==> src/rtl/pc_fetch_pkg.sv <==
// -----------------------------------------------------------------------------
// pc_fetch_pkg
// Shared types and constants for the instruction-fetch PC logic.
//  - INST_ADDR_W : width of an instruction address
//  - STALL_W     : width of the pipeline stall vector (bit 0 belongs to IF)
//  - STOP        : value of a stall bit that freezes its stage
//  - fetch_state_e : fetch sequencer states (idle after reset, running, holding
//                    a redirect behind a stall)
//  - seq_next_pc : sequential PC advance; wraps modulo 2^INST_ADDR_W
// -----------------------------------------------------------------------------
package pc_fetch_pkg;

    localparam int   INST_ADDR_W  = 32;
    localparam int   STALL_W      = 6;
    localparam logic STOP         = 1'b1;
    localparam logic CHIP_ENABLE  = 1'b1;
    localparam logic CHIP_DISABLE = 1'b0;

    typedef enum logic [1:0] {
        S_IDLE = 2'd0,
        S_RUN  = 2'd1,
        S_HOLD = 2'd2
    } fetch_state_e;

    // Plain unsigned add: carry out of the top bit is dropped, so the PC wraps
    // to zero instead of trapping.
    function automatic logic [INST_ADDR_W-1:0] seq_next_pc(
        input logic [INST_ADDR_W-1:0] pc,
        input logic [INST_ADDR_W-1:0] step
    );
        return pc + step;
    endfunction

endpackage

==> src/rtl/fetch_redirect_hold.sv <==
// -----------------------------------------------------------------------------
// fetch_redirect_hold
// Parks one redirect target until the consumer is ready to apply it. The first
// target captured wins; later set requests are ignored while one is parked.
// Ports:
//  clk      in   rising-edge clock
//  rst      in   synchronous, active-high; drops any parked target
//  set_i    in   capture target_i (ignored while valid_o is already high)
//  target_i in   target to capture
//  clear_i  in   the parked target has been consumed
//  flush_i  in   discard the parked target (takes precedence over set_i)
//  valid_o  out  a target is parked
//  target_o out  the parked target
// -----------------------------------------------------------------------------
module fetch_redirect_hold #(
    parameter int ADDR_W = 32
) (
    input  logic              clk,
    input  logic              rst,
    input  logic              set_i,
    input  logic [ADDR_W-1:0] target_i,
    input  logic              clear_i,
    input  logic              flush_i,
    output logic              valid_o,
    output logic [ADDR_W-1:0] target_o
);

    logic              valid_q, valid_d;
    logic [ADDR_W-1:0] target_q, target_d;

    // Clearing and flushing both win over a new capture; a capture only lands
    // when nothing is parked so the oldest redirect is the one that survives.
    always_comb begin
        valid_d  = valid_q;
        target_d = target_q;
        if (flush_i || clear_i) begin
            valid_d = 1'b0;
        end else if (set_i && !valid_q) begin
            valid_d  = 1'b1;
            target_d = target_i;
        end
    end

    // Storage for the parked target and its valid flag.
    always_ff @(posedge clk) begin
        if (rst) begin
            valid_q  <= 1'b0;
            target_q <= '0;
        end else begin
            valid_q  <= valid_d;
            target_q <= target_d;
        end
    end

    assign valid_o  = valid_q;
    assign target_o = target_q;

endmodule

==> src/rtl/pc_fetch.sv <==
// -----------------------------------------------------------------------------
// pc_fetch
// Front of the IF->ID path: owns the PC and the request to the synchronous
// instruction ROM (one-cycle read latency). Applies stalls, branch redirects
// from ID and exception redirects from ctrl; a branch that arrives while IF is
// stalled is parked and applied when the stall releases.
// Ports:
//  clk             in   rising-edge clock
//  rst             in   synchronous, active-high
//  stall           in   pipeline stall vector; stall[0] == STOP freezes the PC
//  flush           in   exception flush; beats stall and branches
//  new_pc          in   exception target, valid with flush
//  branch_flag_i   in   taken branch/jump resolved in ID
//  branch_target_i in   branch target, valid with branch_flag_i
//  rom_ce          out  ROM chip enable
//  if_pc           out  address presented to the ROM this cycle
//  squash_o        out  instruction now returning from the ROM is wrong-path
//  redirect_pend_o out  a branch target is parked behind a stall
// Configuration:
//  BRANCH_DELAY_SLOT_EN defined   : delay-slot instruction is kept, squash_o = 0
//  BRANCH_DELAY_SLOT_EN undefined : every applied redirect pulses squash_o once
// -----------------------------------------------------------------------------
module pc_fetch
    import pc_fetch_pkg::*;
#(
    parameter logic [31:0] RESET_PC = 32'h0000_0000,
    parameter logic [31:0] PC_STEP  = 32'd4
) (
    input  logic                   clk,
    input  logic                   rst,
    input  logic [STALL_W-1:0]     stall,
    input  logic                   flush,
    input  logic [INST_ADDR_W-1:0] new_pc,
    input  logic                   branch_flag_i,
    input  logic [INST_ADDR_W-1:0] branch_target_i,
    output logic                   rom_ce,
    output logic [INST_ADDR_W-1:0] if_pc,
    output logic                   squash_o,
    output logic                   redirect_pend_o
);

    fetch_state_e           state_q, state_d;
    logic [INST_ADDR_W-1:0] pc_q, pc_d;
    logic                   stall_stop;
    logic                   pend_set;
    logic                   pend_clear;
    logic                   pend_valid;
    logic [INST_ADDR_W-1:0] pend_target;
    logic                   redirect_taken;
    logic                   unused_stall;

    // Only the IF bit of the stall vector matters here.
    assign stall_stop   = (stall[0] == STOP);
    assign unused_stall = ^stall[STALL_W-1:1];

    fetch_redirect_hold #(
        .ADDR_W (INST_ADDR_W)
    ) u_redirect_hold (
        .clk      (clk),
        .rst      (rst),
        .set_i    (pend_set),
        .target_i (branch_target_i),
        .clear_i  (pend_clear),
        .flush_i  (flush),
        .valid_o  (pend_valid),
        .target_o (pend_target)
    );

    // State register: PC and sequencer state.
    always_ff @(posedge clk) begin
        if (rst) begin
            state_q <= S_IDLE;
            pc_q    <= RESET_PC;
        end else begin
            state_q <= state_d;
            pc_q    <= pc_d;
        end
    end

    // Next-state logic. S_IDLE holds the PC for one edge so RESET_PC is fetched
    // exactly once once the ROM is enabled. In S_RUN flush beats stall, which
    // beats a branch; a branch blocked by the stall is parked and S_HOLD waits
    // for the release. In S_HOLD new branches are ignored so the parked target
    // wins, but a flush still overrides it.
    always_comb begin
        state_d        = state_q;
        pc_d           = pc_q;
        pend_set       = 1'b0;
        pend_clear     = 1'b0;
        redirect_taken = 1'b0;
        case (state_q)
            S_IDLE: begin
                state_d = S_RUN;
            end
            S_RUN: begin
                if (flush) begin
                    pc_d           = new_pc;
                    redirect_taken = 1'b1;
                end else if (stall_stop) begin
                    if (branch_flag_i) begin
                        pend_set = 1'b1;
                        state_d  = S_HOLD;
                    end
                end else if (branch_flag_i) begin
                    pc_d           = branch_target_i;
                    redirect_taken = 1'b1;
                end else begin
                    pc_d = seq_next_pc(pc_q, PC_STEP);
                end
            end
            S_HOLD: begin
                if (flush) begin
                    pc_d           = new_pc;
                    redirect_taken = 1'b1;
                    state_d        = S_RUN;
                end else if (!stall_stop) begin
                    pc_d           = pend_target;
                    pend_clear     = 1'b1;
                    redirect_taken = 1'b1;
                    state_d        = S_RUN;
                end
            end
            default: begin
                state_d = S_IDLE;
            end
        endcase
    end

    // Output logic. The ROM stays enabled through stalls; only reset and the
    // single idle cycle after it keep it off.
    always_comb begin
        rom_ce          = (state_q == S_IDLE) ? CHIP_DISABLE : CHIP_ENABLE;
        if_pc           = pc_q;
        redirect_pend_o = pend_valid;
    end

`ifdef BRANCH_DELAY_SLOT_EN
    // The instruction behind a branch is a real delay slot, so nothing is
    // ever squashed.
    logic unused_redirect;
    assign unused_redirect = redirect_taken;
    assign squash_o        = 1'b0;
`else
    logic squash_q, squash_d;

    // The instruction fetched from the old PC comes back from the ROM in the
    // cycle after the redirect edge, so a one-cycle registered pulse lines up
    // with it exactly.
    always_comb begin
        squash_d = redirect_taken;
    end

    // Squash pulse register.
    always_ff @(posedge clk) begin
        if (rst) begin
            squash_q <= 1'b0;
        end else begin
            squash_q <= squash_d;
        end
    end

    assign squash_o = squash_q;
`endif

endmodule

==> config.mk <==
export PLATFORM = sky130hd
export DESIGN_NAME = pc_fetch
export DESIGN_NICKNAME = d
export VERILOG_FILES = /design/src/rtl/pc_fetch_pkg.sv /design/src/rtl/fetch_redirect_hold.sv /design/src/rtl/pc_fetch.sv
export SDC_FILE = /design/constraint.sdc
export NUM_CORES = 1
export LEC_CHECK = 0
export ABC_AREA = 1
export BUFFER_PORTS_ARGS = -buffer_cell sky130_fd_sc_hd__buf_4
export CAP_MARGIN = 20
export CORE_UTILIZATION = 57
export CTS_CLUSTER_DIAMETER = 150
export DETAILED_ROUTE_END_ITERATION = 8
export PLACE_DENSITY_LB_ADDON = 0.05
export SYNTH_ARGS = -nofsm -noshare
export SYNTH_HDL_FRONTEND = slang
export SYNTH_SLANG_ARGS = --single-unit
==> constraint.sdc <==
create_clock -name clk -period 4.8 [get_ports clk]
set_clock_uncertainty 0.1 [all_clocks]
set_input_delay 0.24 -clock clk [delete_from_list [all_inputs] [get_ports clk]]
set_output_delay 0.24 -clock clk [all_outputs]
set_load 0.05 [all_outputs]
Word level (Yosys, flattened, before mapping)

Index checks and enable logic that the tools add are counted.

Register bits: 68
Input bits: 74
Output and inout port bits: 35

Add/sub/neg operators: 1
Equal/unequal tests: 7
Muxes and demuxes: 24
Bitwise operators: 1
Reductions and logical operators: 9

Operators by type and width:

| cell                  | count |
|---|---|
| $mux 32               | 5 |
| $pmux 32 s2           | 1 |
| $add 32x3->32 const B | 1 |
| $mux 1                | 11 |
| $mux 2                | 5 |
| $ne 2x2->1 const B    | 3 |
| $ne 3x3->1 const B    | 2 |
| $pmux 2 s3            | 1 |
| $reduce_and 4->1      | 1 |
| $reduce_and 3->1      | 1 |
| $eq 2x1->1 const B    | 1 |
| $eq 2x2->1 const B    | 1 |
| $logic_not 2->1       | 1 |
| $pmux 1 s2            | 1 |
| $reduce_and 2->1      | 1 |
| $reduce_bool 2->1     | 1 |
| $reduce_or 2->1       | 1 |
| $logic_and 1x1->1     | 1 |
| $logic_not 1->1       | 1 |
| $logic_or 1x1->1      | 1 |
| $not 1->1             | 1 |

Longest topological paths before layout

Gate-level depths: netlist (run 1).

Word-level depth: 6
Mapped depth: 12
Mapped depth without buffers: 12

Modules after synthesis

Synthesis (run 1) repeated with hierarchy kept, for this count alone.

Cell total of the unflattened synthesis: 702
Area total of the unflattened synthesis: 4464.3 um2

By module, submodules not included:

| module              | instances | cells each | area an instance (um2) | seq. area each (um2) |
|---|---|---|---|---|
| pc_fetch            | 1         | 488        | 2934.1                 | 700.7 |
| fetch_redirect_hold | 1         | 214        | 1530.2                 | 660.6 |

Least setup slack after synthesis (run 1)

OpenSTA, ideal clock, no wires.

Path kind: flip-flop to flip-flop
Start point: reg pc_q[2] (netlist: if_pc[2])
End point: reg pc_q[26] (netlist: if_pc[26])
Arrival time: 1894 ps
Required time: 4630 ps
Path slack: 2736 ps
Cell stages (with the launch flop): 11
Buffers on the path: 0
Clock period less this slack: 2064 ps
Cells stage by stage: dfxtp_1 ha_1 nand2_1 inv_1 nand3_1 nor2_2 nand2_1 nor2_1 or2_2 nand3_1 a21oi_1

Word-level cells in the longest chain between the ends: 5

RTL lines:

| item                   | line               | RTL |
|---|---|---|
| from (decl)            | pc_fetch.sv:43     | `logic [INST_ADDR_W-1:0] pc_q, pc_d;` |
| from (signal assigned) | pc_fetch.sv:76     | `pc_q <= pc_d;` |
| $add 32x3->32          | pc_fetch_pkg.sv:31 | `return pc + step;` |
| $mux 32                | pc_fetch.sv:104    | `end else if (branch_flag_i) begin` |
| $mux 32                | pc_fetch.sv:99     | `end else if (stall_stop) begin` |
| $mux 32                | pc_fetch.sv:96     | `if (flush) begin` |
| $pmux 32 s2            | pc_fetch.sv:91     | `case (state_q)` |

Every way passes these cells. The select of a mux whose other input is x is not followed.
A chain may end at the register's enable or synchronous reset.

Final worst setup path (run 1)

Start point: reg state_q[0]
End point: reg pc_q[25] (netlist: if_pc[25])

Word-level cells in the longest chain between the ends: 3
Elaborated cells on any way between the ends: 7

RTL lines:

| item                                                             | line           | RTL |
|---|---|---|
| from (decl)                                                      | pc_fetch.sv:42 | `fetch_state_e state_q, state_d;` |
| from (signal assigned)                                           | pc_fetch.sv:75 | `state_q <= state_d;` |
| $eq 2x1->1 or $eq 2x2->1 (tied branches)                         | pc_fetch.sv:91 |  |
| $ne 3x3->1 (no source line) or $reduce_bool 2->1 (tied branches) | --             |  |
| $reduce_and 3->1 (no source line)                                | --             |  |

Several ways; a longest one is shown, not always the timed one.

==> results of run 1 <==
==> synthesized netlist by cell type (all sizes together) (2+ instances only) <==
master / number / area, um2
a21o: 2 / 15.01
or2: 2 / 12.51
a211oi: 3 / 22.52
clkbuf: 23 / 87.58
inv: 50 / 190.2
nor2: 128 / 508.0
o211ai: 8 / 60.06
ha: 4 / 50.05
a221oi: 7 / 61.31
dfxtp: 68 / 1361
a31oi: 3 / 18.77
o21ai: 85 / 436.7
a21oi: 51 / 255.2
a41oi: 2 / 17.52
nand2: 125 / 471.7
nand3: 37 / 190.2
o21bai: 5 / 37.54
o221ai: 2 / 17.52
nand4: 5 / 31.28
buf: 10 / 73.81
o311ai: 2 / 17.52
nor3: 4 / 20.02
==> worst max-delay path by stage <==
stage,end,depth (start not counted),startpoint
5_1_grt,if_pc[25]$_SDFFE_PP0P_,7,state_q[0]$_SDFFE_PP0P_
3_5_place_dp,if_pc[25]$_SDFFE_PP0P_,7,state_q[0]$_SDFFE_PP0P_
2_1_floorplan,if_pc[26]$_SDFFE_PP0P_,10,if_pc[2]$_SDFFE_PP0P_
3_3_place_gp,if_pc[25]$_SDFFE_PP0P_,7,state_q[0]$_SDFFE_PP0P_
6_report,if_pc[25]$_SDFFE_PP0P_,7,state_q[0]$_SDFFE_PP0P_
4_1_cts,if_pc[25]$_SDFFE_PP0P_,7,state_q[0]$_SDFFE_PP0P_
==> metal layers <==
layer / share of wire [%] / routed length [um] / track usage (%)
met4: 2.7 / 334 / 14.39
met3: 7.0 / 869 / 4.716
met5: 0 / 0 / 0
met1: 41 / 5138 / 43.50
met2: 49 / 6141 / 60.29
==> worst register-to-register path: cells and delay by family, from the launching register on <==
kind            cells  cell delay [ns]
simple gates        2             0.38
compound gates      2             0.86
buf+inv             2             0.33
fa+ha+maj           1             0.74
flops               1             0.32
==> cell families (layout without fill, tap and decap cells) <==
| family | Yosys count | after routing | share of synthesized area [%] |
|---|---|---|---|
| simple gates | 302 | 302 | 31.04 |
| compound gates | 173 | 173 | 24.56 |
| buf+inv | 84 | 171 | 8.886 |
| flops | 68 | 68 | 34.04 |
| fa+ha+maj | 4 | 4 | 1.252 |
| xor+xnor | 1 | 1 | 0.2191 |
==> final cells by class <==
class | count | area share (%)
clock inverters | 5 | 1.065
inverters | 51 | 3.929
well taps | 96 | 2.433
repair buffers | 105 | 15.97
multi-input cells | 480 | 46.24
flip-flops and latches | 68 | 27.58
clock buffers | 10 | 2.788
==> metrics by stage <==
stage          hold slack (ns)  power (uW)
5_1_grt                0.04417        2798
2_1_floorplan           0.2888        1803
3_3_place_gp            0.3356        2137
6_report               0.05108        2655
3_5_place_dp            0.3404        2162
4_1_cts                0.04240        2637
==> power breakdown <==
part,switching [uW],internal (uW),leakage (uW)
sequential,147,694,0.000555
combinational,942,397,0.00138
clock,227,249,0.0000979
==> state kept, by name, summed over array words and instances, names as in the netlist <==
signal / cells
squash_o: 1
u_redirect_hold.target_o: 32
state_q: 2
if_pc: 32
u_redirect_hold.valid_o: 1
==> placed cells by master (no fill, tap or decap), types with 3 or more instances in the layout <==
master	synthesis	final
a211oi_1	3	3
a221oi_1	7	7
o21ai_0	69	69
nor2_1	121	121
clkinv_2	0	3
ha_1	4	4
nand3_1	36	36
nand2_1	124	124
buf_4	0	105
o21bai_1	5	5
a31oi_1	3	3
dfxtp_1	68	68
o211ai_1	8	8
inv_1	43	42
nand4_1	5	5
nor3_1	4	4
a21oi_1	51	51
o21ai_1	15	15
clkbuf_8	0	10
nor2_2	5	5
inv_2	6	7
==> out/qor.yml, run 1 <==
routing:
  wirelength_mm: 12.48
  drc: 0
  ant_nets: 0
  wl_per_cell_um: 15.32
  first_pass_iters: 5
  initialDrtViolationCount: 385
  num_vias: 4668
  drt-vias-per-instance: 5.728
final_layout:
  stdcell_count: 815
  multi_input_area_um2: 2282
  finalInstanceArea_um2: 4936
  synthToLayoutAreaGrowth_pct: 23.44
  n_antenna_cell: 0
  seq_area_um2: 1361
  drive_gt1_share_pct: 19.47
  nNetsFinal: 793
  utilization_pct: 72.65
  nFillCells: 608
die:
  die_w_um: 85.76
  dieArea_um2: 7355
  rows: 30
  start_util_pct: 58.86
  pin_count: 109
  dieHeight_um: 85.76
  core_um2: 6794
synth:
  synth.distinct_cells: 40
  syn_nets: 710
  syn_avg_cell_area_um2: 6.327
  ys_ff_latch: 68
  netlist_instances: 632
  ys_async_sr_fraction_pct: 0
  syn-cell-area_um2: 3999
  yosys_warnings: 0
  synthFlopType: "dfxtp_1"
  synth_sequential_area_ratio_pct: 34.04
  synth_edf_count: 0
placed_design:
  placed_cell_area_um2: 4746
  dp_cells: 800
  io_buffers: 103
  post-dp-hpwl_mm: 8.431
  gp_congestion: 0.8717
  post-place-ws_ns: 2.003
sta:
  finalWorstSetupSlack_ns: 1.934
  tns_ns: 0
  fmax_ghz: 0.3490
  slew_headroom_pct: 38.79
  hold_viol_final: 0
  post-route-min-period_ns: 2.866
  final_max_slew_viol_count: 0
  setup_violations: 0
  worst_pin_slew_ns: 0.9182
  post-route-period-util_pct: 59.70
  grt_setup_unrepaired: "false"
grt:
  grt_use_total_pct: 34.76
  grt_max_degree: 62
  grt_pass1_vias: 4375
  antenna_found_initial: 0
  grt_first_pass_wirelength_mm: 20.18
  grt.overflow.total: 0
critical_path:
  timing.setup.critical_path_class: "register to register"
  regToRegSetupSlack_ns: 1.93
  cp_data_arrival_time_ns: 2.97
  r2r-end: "if_pc[25]$_SDFFE_PP0P_"
  worst_r2r_startpoint: "state_q[0]$_SDFFE_PP0P_"
  cp_slowest_cell: "ha_1"
  crit_chain: "inv_1 > ha_1 > nor2_4 > nand2_1 > inv_2 > a221oi_1 > a21oi_1"
  startpoint_type: "register"
  critPathBufInv: 2
  reg2reg_depth: 7
  critPathMaxStageDelay_ns: 0.74
  cp_top_family: "compound AO/OA/AOI/OAI gates"
  required_ns: 4.91
  crit_fanout: 21
  cp-end-kind: "register"
hold_path:
  min_from: "rst"
  holdPathStages: 2
  min_path_type: "input pin to register"
  min_to: "if_pc[7]$_SDFFE_PP0P_"
clock_network:
  clockBufferDepth: 2
  numCtsBuffers: 9
  cts_root_buf: "clkbuf_8"
  path_clk_slew_ns: 0.07
  cts_resized: 0
  cts_tree: "done"
  cts_htree_levels: 3
  post-cts-setup-buffers: 0
  cts.sinks: 68
  clock_latency_ns: 0.35
  ctsHoldBuffers: 0
power_and_ir_drop:
  p_leak_uw: 0.002034
  powerDensity_nw_per_um2: 538.0
  ir_worst_vdd_mv: 0.4107
job:
  maxCapViolCount: 0
status:
  status: "complete, no violations"
(Power assumes the default switching activity.)
==> inputs of run 2 (changes only) <==
CORE_UTILIZATION = 53   (was 57)
clock period = 2.7 ns   (was 4.8 ns; I/O delays follow)
==> out/qor.yml, run 2 (same netlist as run 1, synthesis figures left out) <==
clock_network:
  cts_resized: 0  # unchanged
  post-cts-setup-buffers: 0  # unchanged
  cts_tree: "done"
  numCtsBuffers: 9  # unchanged
  cts_htree_levels: 3  # unchanged
  cts.sinks: 68  # unchanged
  clock_latency_ns: 0.36  # about the same
  clockBufferDepth: 2  # unchanged
  path_clk_slew_ns: 0.08  # about the same
  ctsHoldBuffers: 31  # +31
  cts_root_buf: "clkbuf_8"
critical_path:
  required_ns: 2.83  # -2.08 ns
  r2r-end: "if_pc[23]$_SDFFE_PP0P_"
  crit_fanout: 21  # unchanged
  startpoint_type: "register"
  worst_r2r_startpoint: "state_q[0]$_SDFFE_PP0P_"
  reg2reg_depth: 7  # unchanged
  regToRegSetupSlack_ns: 0.58  # -1.35 ns
  setup.worst_path.start: "state_q[0]$_SDFFE_PP0P_"
  crit_end: "if_pc[23]$_SDFFE_PP0P_"
  cp-end-kind: "register"
  cp_data_arrival_time_ns: 2.24  # -0.73 ns
  timing.setup.critical_path_class: "register to register"
final_layout:
  nFillCells: 615  # +1.2%
  seq_area_um2: 1361  # unchanged
  drive_gt1_share_pct: 19.15  # -0.32 points
  nNetsFinal: 831  # +4.8%
  synthToLayoutAreaGrowth_pct: 33.17
  layout_commonest_cell: "nand2_1"
  n_antenna_cell: 0  # unchanged
  stdcell_count: 856  # +5.0%
  multi_input_area_um2: 2282  # unchanged
  utilization_pct: 73.03  # +0.37 points
  final_cell_mix: "nand2_1 (124), nor2_1 (121), buf_4 (111)"
sta:
  tns_ns: 0  # unchanged
  final_max_slew_viol_count: 0  # unchanged
  grt_setup_unrepaired: "false"
  finalWorstSetupSlack_ns: 0.5827  # -1.352 ns
  post-route-period-util_pct: 78.42  # +19 points
  post-route-min-period_ns: 2.117  # -0.7482 ns
  worst_pin_slew_ns: 0.5948  # -0.3234 ns
  slew_headroom_pct: 60.35  # +22 points
  fmax_ghz: 0.4723  # +35%
  hold_ws_ns: 0.006245  # -0.04484 ns
  hold_viol_final: 0  # unchanged
  setup_violations: 0  # unchanged
routing:
  ant_nets: 0  # unchanged
  wl_per_cell_um: 15.22  # -0.63%
  first_pass_iters: 5  # unchanged
  drt-vias-per-instance: 5.646  # -1.4%
  drc: 0  # unchanged
  initialDrtViolationCount: 298  # -23%
  num_vias: 4833  # +3.5%
  wirelength_mm: 13.03  # +4.4%
grt:
  grt_pass1_vias: 4278  # -2.2%
  grt_first_pass_wirelength_mm: 19.93  # -1.2%
  grt_use_total_pct: 33.66  # -1.1 points
  antenna_found_initial: 0  # unchanged
  grt_max_degree: 62  # unchanged
  grt.overflow.total: 0  # unchanged
die:
  core_um2: 7292  # +7.3%
  start_util_pct: 54.84  # -4.0 points
  pin_count: 109  # unchanged
  rows: 31  # +3.3%
  die_w_um: 88.86  # +3.6%
  dieArea_um2: 7896  # +7.4%
  dieHeight_um: 88.86  # +3.6%
placed_design:
  post-place-ws_ns: 0.6392  # -1.364 ns
  dp_cells: 809  # +1.1%
  gp_congestion: 0.8923  # +2.4%
  post-dp-hpwl_mm: 8.722  # +3.5%
  io_buffers: 103  # unchanged
status:
  status: "complete, no violations"
job:
  maxCapViolCount: 0  # unchanged
power_and_ir_drop:
  powerDensity_nw_per_um2: 910.6  # +69%
  p_leak_uw: 0.002201  # +8.2%
  ir_worst_vdd_mv: 0.6677  # +63%
hold_path:
  min_path_type: "input pin to register"
run 2: final cells by class:
| cell class | instances | area share, % |
|---|---|---|
| Timing Repair Buffer | 143 | 21.66 |
| Clock buffer | 12 | 3.101 |
| Clock inverter | 3 | 0.8459 |
| Sequential cell | 68 | 25.56 |
| Multi-Input combinational cell | 480 | 42.86 |
| Inverter | 51 | 3.642 |
| Tap cell | 99 | 2.326 |
run 2: where the power goes:
| part | total (uW) | switching (uW) | internal, uW | leakage (uW) |
|---|---|---|---|---|
| Combinational | 2460 | 1690 | 771 | 0.00155 |
| Sequential | 1500 | 265 | 1230 | 0.000555 |
| Clock | 893 | 396 | 497 | 0.000101 |
run 2: worst min path at each step:
stage	depth (start not counted)	start	to	slack [ns]
final	3	branch_target_i[29]	u_redirect_hold.target_o[29]$_SDFFE_PP0P_	0.006
after global routing	3	branch_target_i[28]	u_redirect_hold.target_o[28]$_SDFFE_PP0P_	0.02
after CTS	3	branch_target_i[14]	u_redirect_hold.target_o[14]$_SDFFE_PP0P_	0.0001
after detailed placement	2	rst	if_pc[7]$_SDFFE_PP0P_	0.29
after global placement	2	rst	if_pc[8]$_SDFFE_PP0P_	0.29
after floorplan	2	branch_target_i[20]	u_redirect_hold.target_o[20]$_SDFFE_PP0P_	0.18
run 2: metrics by stage:
step | power (uW) | cell area (um2)
2_1_floorplan | 3206 | 3999
3_3_place_gp | 3861 | 4795
3_5_place_dp | 3911 | 4795
4_1_cts | 4826 | 5315
5_1_grt | 5115 | 5325
6_report | 4849 | 5325
run 2: critical path, stage by stage, from the launching register on:
cell,delay (ns)
dfxtp_1,0.31
inv_1,0.10
ha_1,0.28
nor2_4,0.09
nand2_1,0.18
inv_2,0.21
a221oi_1,0.56
a21oi_1,0.14
run 2: routing by layer:
metal | vias up | global-route usage, % | wire (um)
li1 | 2349 | - | -
met1 | 2222 | 39.74 | 5382
met2 | 223 | 58.04 | 6250
met3 | 39 | 5.784 | 853
met4 | 0 | 18.33 | 541
met5 | - | 0 | 0
==> inputs of run 3 (changes only) <==
ABC_AREA = 0   (was 1)
clock period = 2.12 ns   (was 2.7 ns; I/O delays follow)
==> out/qor.yml, run 3 <==
sta:
  slew_headroom_pct: 66.51  # +6.2 points
  final_max_slew_viol_count: 0  # unchanged
  tns_ns: 0  # unchanged
  post-route-min-period_ns: 2.107  # -0.009977 ns
  setup_violations: 0  # unchanged
  worst_pin_slew_ns: 0.5005  # -0.09433 ns
  hold_ws_ns: 0.03193  # +0.02569 ns
  grt_setup_unrepaired: "true"
  hold_viol_final: 0  # unchanged
  post-route-period-util_pct: 99.40  # +21 points
  fmax_ghz: 0.4745  # +0.47%
clock_network:
  cts_tree: "done"
  path_clk_slew_ns: 0.07  # about the same
  clockBufferDepth: 2  # unchanged
  numCtsBuffers: 9  # unchanged
  cts_htree_levels: 3  # unchanged
  cts.sinks: 68  # unchanged
  clock_latency_ns: 0.34  # -0.02 ns
  cts_root_buf: "clkbuf_8"
final_layout:
  utilization_pct: 77.93  # +4.9 points
  drive_gt1_share_pct: 25.99  # +6.8 points
  n_antenna_cell: 0  # unchanged
  nFillCells: 557  # -9.4%
  multi_input_area_um2: 2511  # +10%
  synthToLayoutAreaGrowth_pct: 41.85
  finalInstanceArea_um2: 5683  # +6.7%
  stdcell_count: 803  # -6.2%
  nNetsFinal: 778  # -6.4%
  layout_commonest_cell: "buf_4"
  final_cell_mix: "buf_4 (130), nand2_1 (114), a21oi_1 (85)"
  seq_area_um2: 1386  # +1.8%
job:
  maxCapViolCount: 0  # unchanged
critical_path:
  startpoint_type: "register"
  cp-end-kind: "register"
  required_ns: 2.29  # -0.54 ns
  crit_fanout: 3  # -86%
  cp_data_arrival_time_ns: 2.28  # +0.04 ns
  timing.setup.critical_path_class: "register to register"
grt:
  antenna_found_initial: 0  # unchanged
  grt_use_total_pct: 35.21  # +1.5 points
  grt_first_pass_wirelength_mm: 21.22  # +6.5%
  grt_pass1_vias: 4372  # +2.2%
  grt.overflow.total: 0  # unchanged
  grt_max_degree: 53  # -15%
synth:
  synth_edf_count: 0  # unchanged
  netlist_instances: 558  # -12%
  synth_sequential_area_ratio_pct: 33.98  # -0.064 points
  synth_area_leader_cell: "dfxtp_1"
  syn_avg_cell_area_um2: 7.180  # +13%
  synth_most_common_cell: "nand2_1"
  syn-cell-area_um2: 4006  # +0.19%
  synth_top_area_share_pct: 33.98  # -0.064 points
  ys_ff_latch: 68  # unchanged
  synthFlopType: "dfxtp_1"
  syn_nets: 636  # -10%
  synth_area_leaders: "dfxtp_1 (34%), nand2_1 (11%), a21oi_1 (11%)"
  netlist_top_cells_count: "nand2_1 (115), a21oi_1 (85), dfxtp_1 (68)"
  ys_async_sr_fraction_pct: 0  # unchanged
  synth.distinct_cells: 56  # +40%
  yosys_warnings: 0  # unchanged
status:
  status: "complete, no violations"
routing:
  drt-vias-per-instance: 6.207  # +9.9%
  wl_per_cell_um: 17.53  # +15%
  ant_nets: 0  # unchanged
  drc: 0  # unchanged
  initialDrtViolationCount: 592  # +99%
  first_pass_iters: 6  # +1
  wirelength_mm: 14.08  # +8.1%
  num_vias: 4984  # +3.1%
placed_design:
  placed_cell_area_um2: 5042  # +5.2%
  io_buffers: 103  # unchanged
  dp_cells: 747  # -7.7%
  post-dp-hpwl_mm: 9.525  # +9.2%
  gp_congestion: 0.8698  # -2.5%
power_and_ir_drop:
  ir_worst_vdd_mv: 0.3769  # -44%
  p_leak_uw: 0.002263  # +2.8%
  powerDensity_nw_per_um2: 618.7  # -32%
die:
  dieHeight_um: 88.95  # about the same
  dieArea_um2: 7911  # +0.19%
  rows: 31  # unchanged
  die_w_um: 88.95  # about the same
  core_um2: 7292  # unchanged
  start_util_pct: 54.94  # +0.10 points
  pin_count: 109  # unchanged
hold_path:
  min_path_type: "input pin to register"
run 3: where the power goes:
part           leakage (uW)  internal [uW]  switching [uW]
logic               0.00162            454             680
registers          0.000560           1370             120
clock network     0.0000800            414             479
run 3: cell families (layout without fill, tap and decap cells):
family / count (synthesis) / in the layout / synth area share [%]
compound gates: 178 / 178 / 25.95
xor+xnor: 3 / 3 / 0.6560
fa+ha+maj: 4 / 4 / 1.249
buf+inv: 55 / 201 / 5.184
flops: 68 / 68 / 33.98
mux: 8 / 8 / 1.999
simple gates: 242 / 242 / 30.98
run 3: final cells by class:
cell class,instances,share of cell area (%)
multi-input cells,435,44.19
flip-flops and latches,68,24.39
clock buffers,12,2.378
inverters,13,0.8587
repair buffers,173,25.74
clock inverters,3,0.2642
well taps,99,2.180
run 3: worst paths after layout:
path              slack (ns)                                        end                                      start  depth (start not counted)
setup / recovery        0.01                     if_pc[16]$_SDFFE_PP0P_                    state_q[1]$_SDFFE_PP0P_                          7
hold / removal          0.03                     if_pc[25]$_SDFFE_PP0P_                                 new_pc[25]                          3
setup reg to reg        0.01                     if_pc[16]$_SDFFE_PP0P_                    state_q[1]$_SDFFE_PP0P_                          7
hold reg to reg         0.35  u_redirect_hold.target_o[15]$_SDFFE_PP0P_  u_redirect_hold.target_o[15]$_SDFFE_PP0P_                          2
run 3: stage by stage:
| step | setup WS [ns] | power (uW) |
|---|---|---|
| after floorplan | 0.001451 | 2105 |
| final | 0.01264 | 3516 |
| after CTS | 0.04240 | 3464 |
| after global routing | -0.06375 | 3661 |
| after detailed placement | 0.06327 | 2539 |
| after global placement | 0.1499 | 2521 |
run 3: what timing repair did:
action / in CTS / in global routing
endpoints found under the setup margin: 0 / 12
hold buffers: 37 / 0
resized for setup: 0 / 12
setup buffers: 0 / 3
hold endpoints to repair: 40 / 0
run 3: worst max-delay path: stages, from the launching register on:
cell and delay (ns):
dfxtp_1 0.38, inv_1 0.12, ha_1 0.24, nor2_1 0.23, o21ai_2 0.13, buf_4 0.16, or4_1 0.51, a31oi_1 0.17
run 3: per-layer routing:
metal / track usage (%) / routed length [um]
met1: 47.28 / 5992
met2: 56.43 / 6674
met3: 5.910 / 1133
met4: 14.57 / 277
met5: 0 / 0
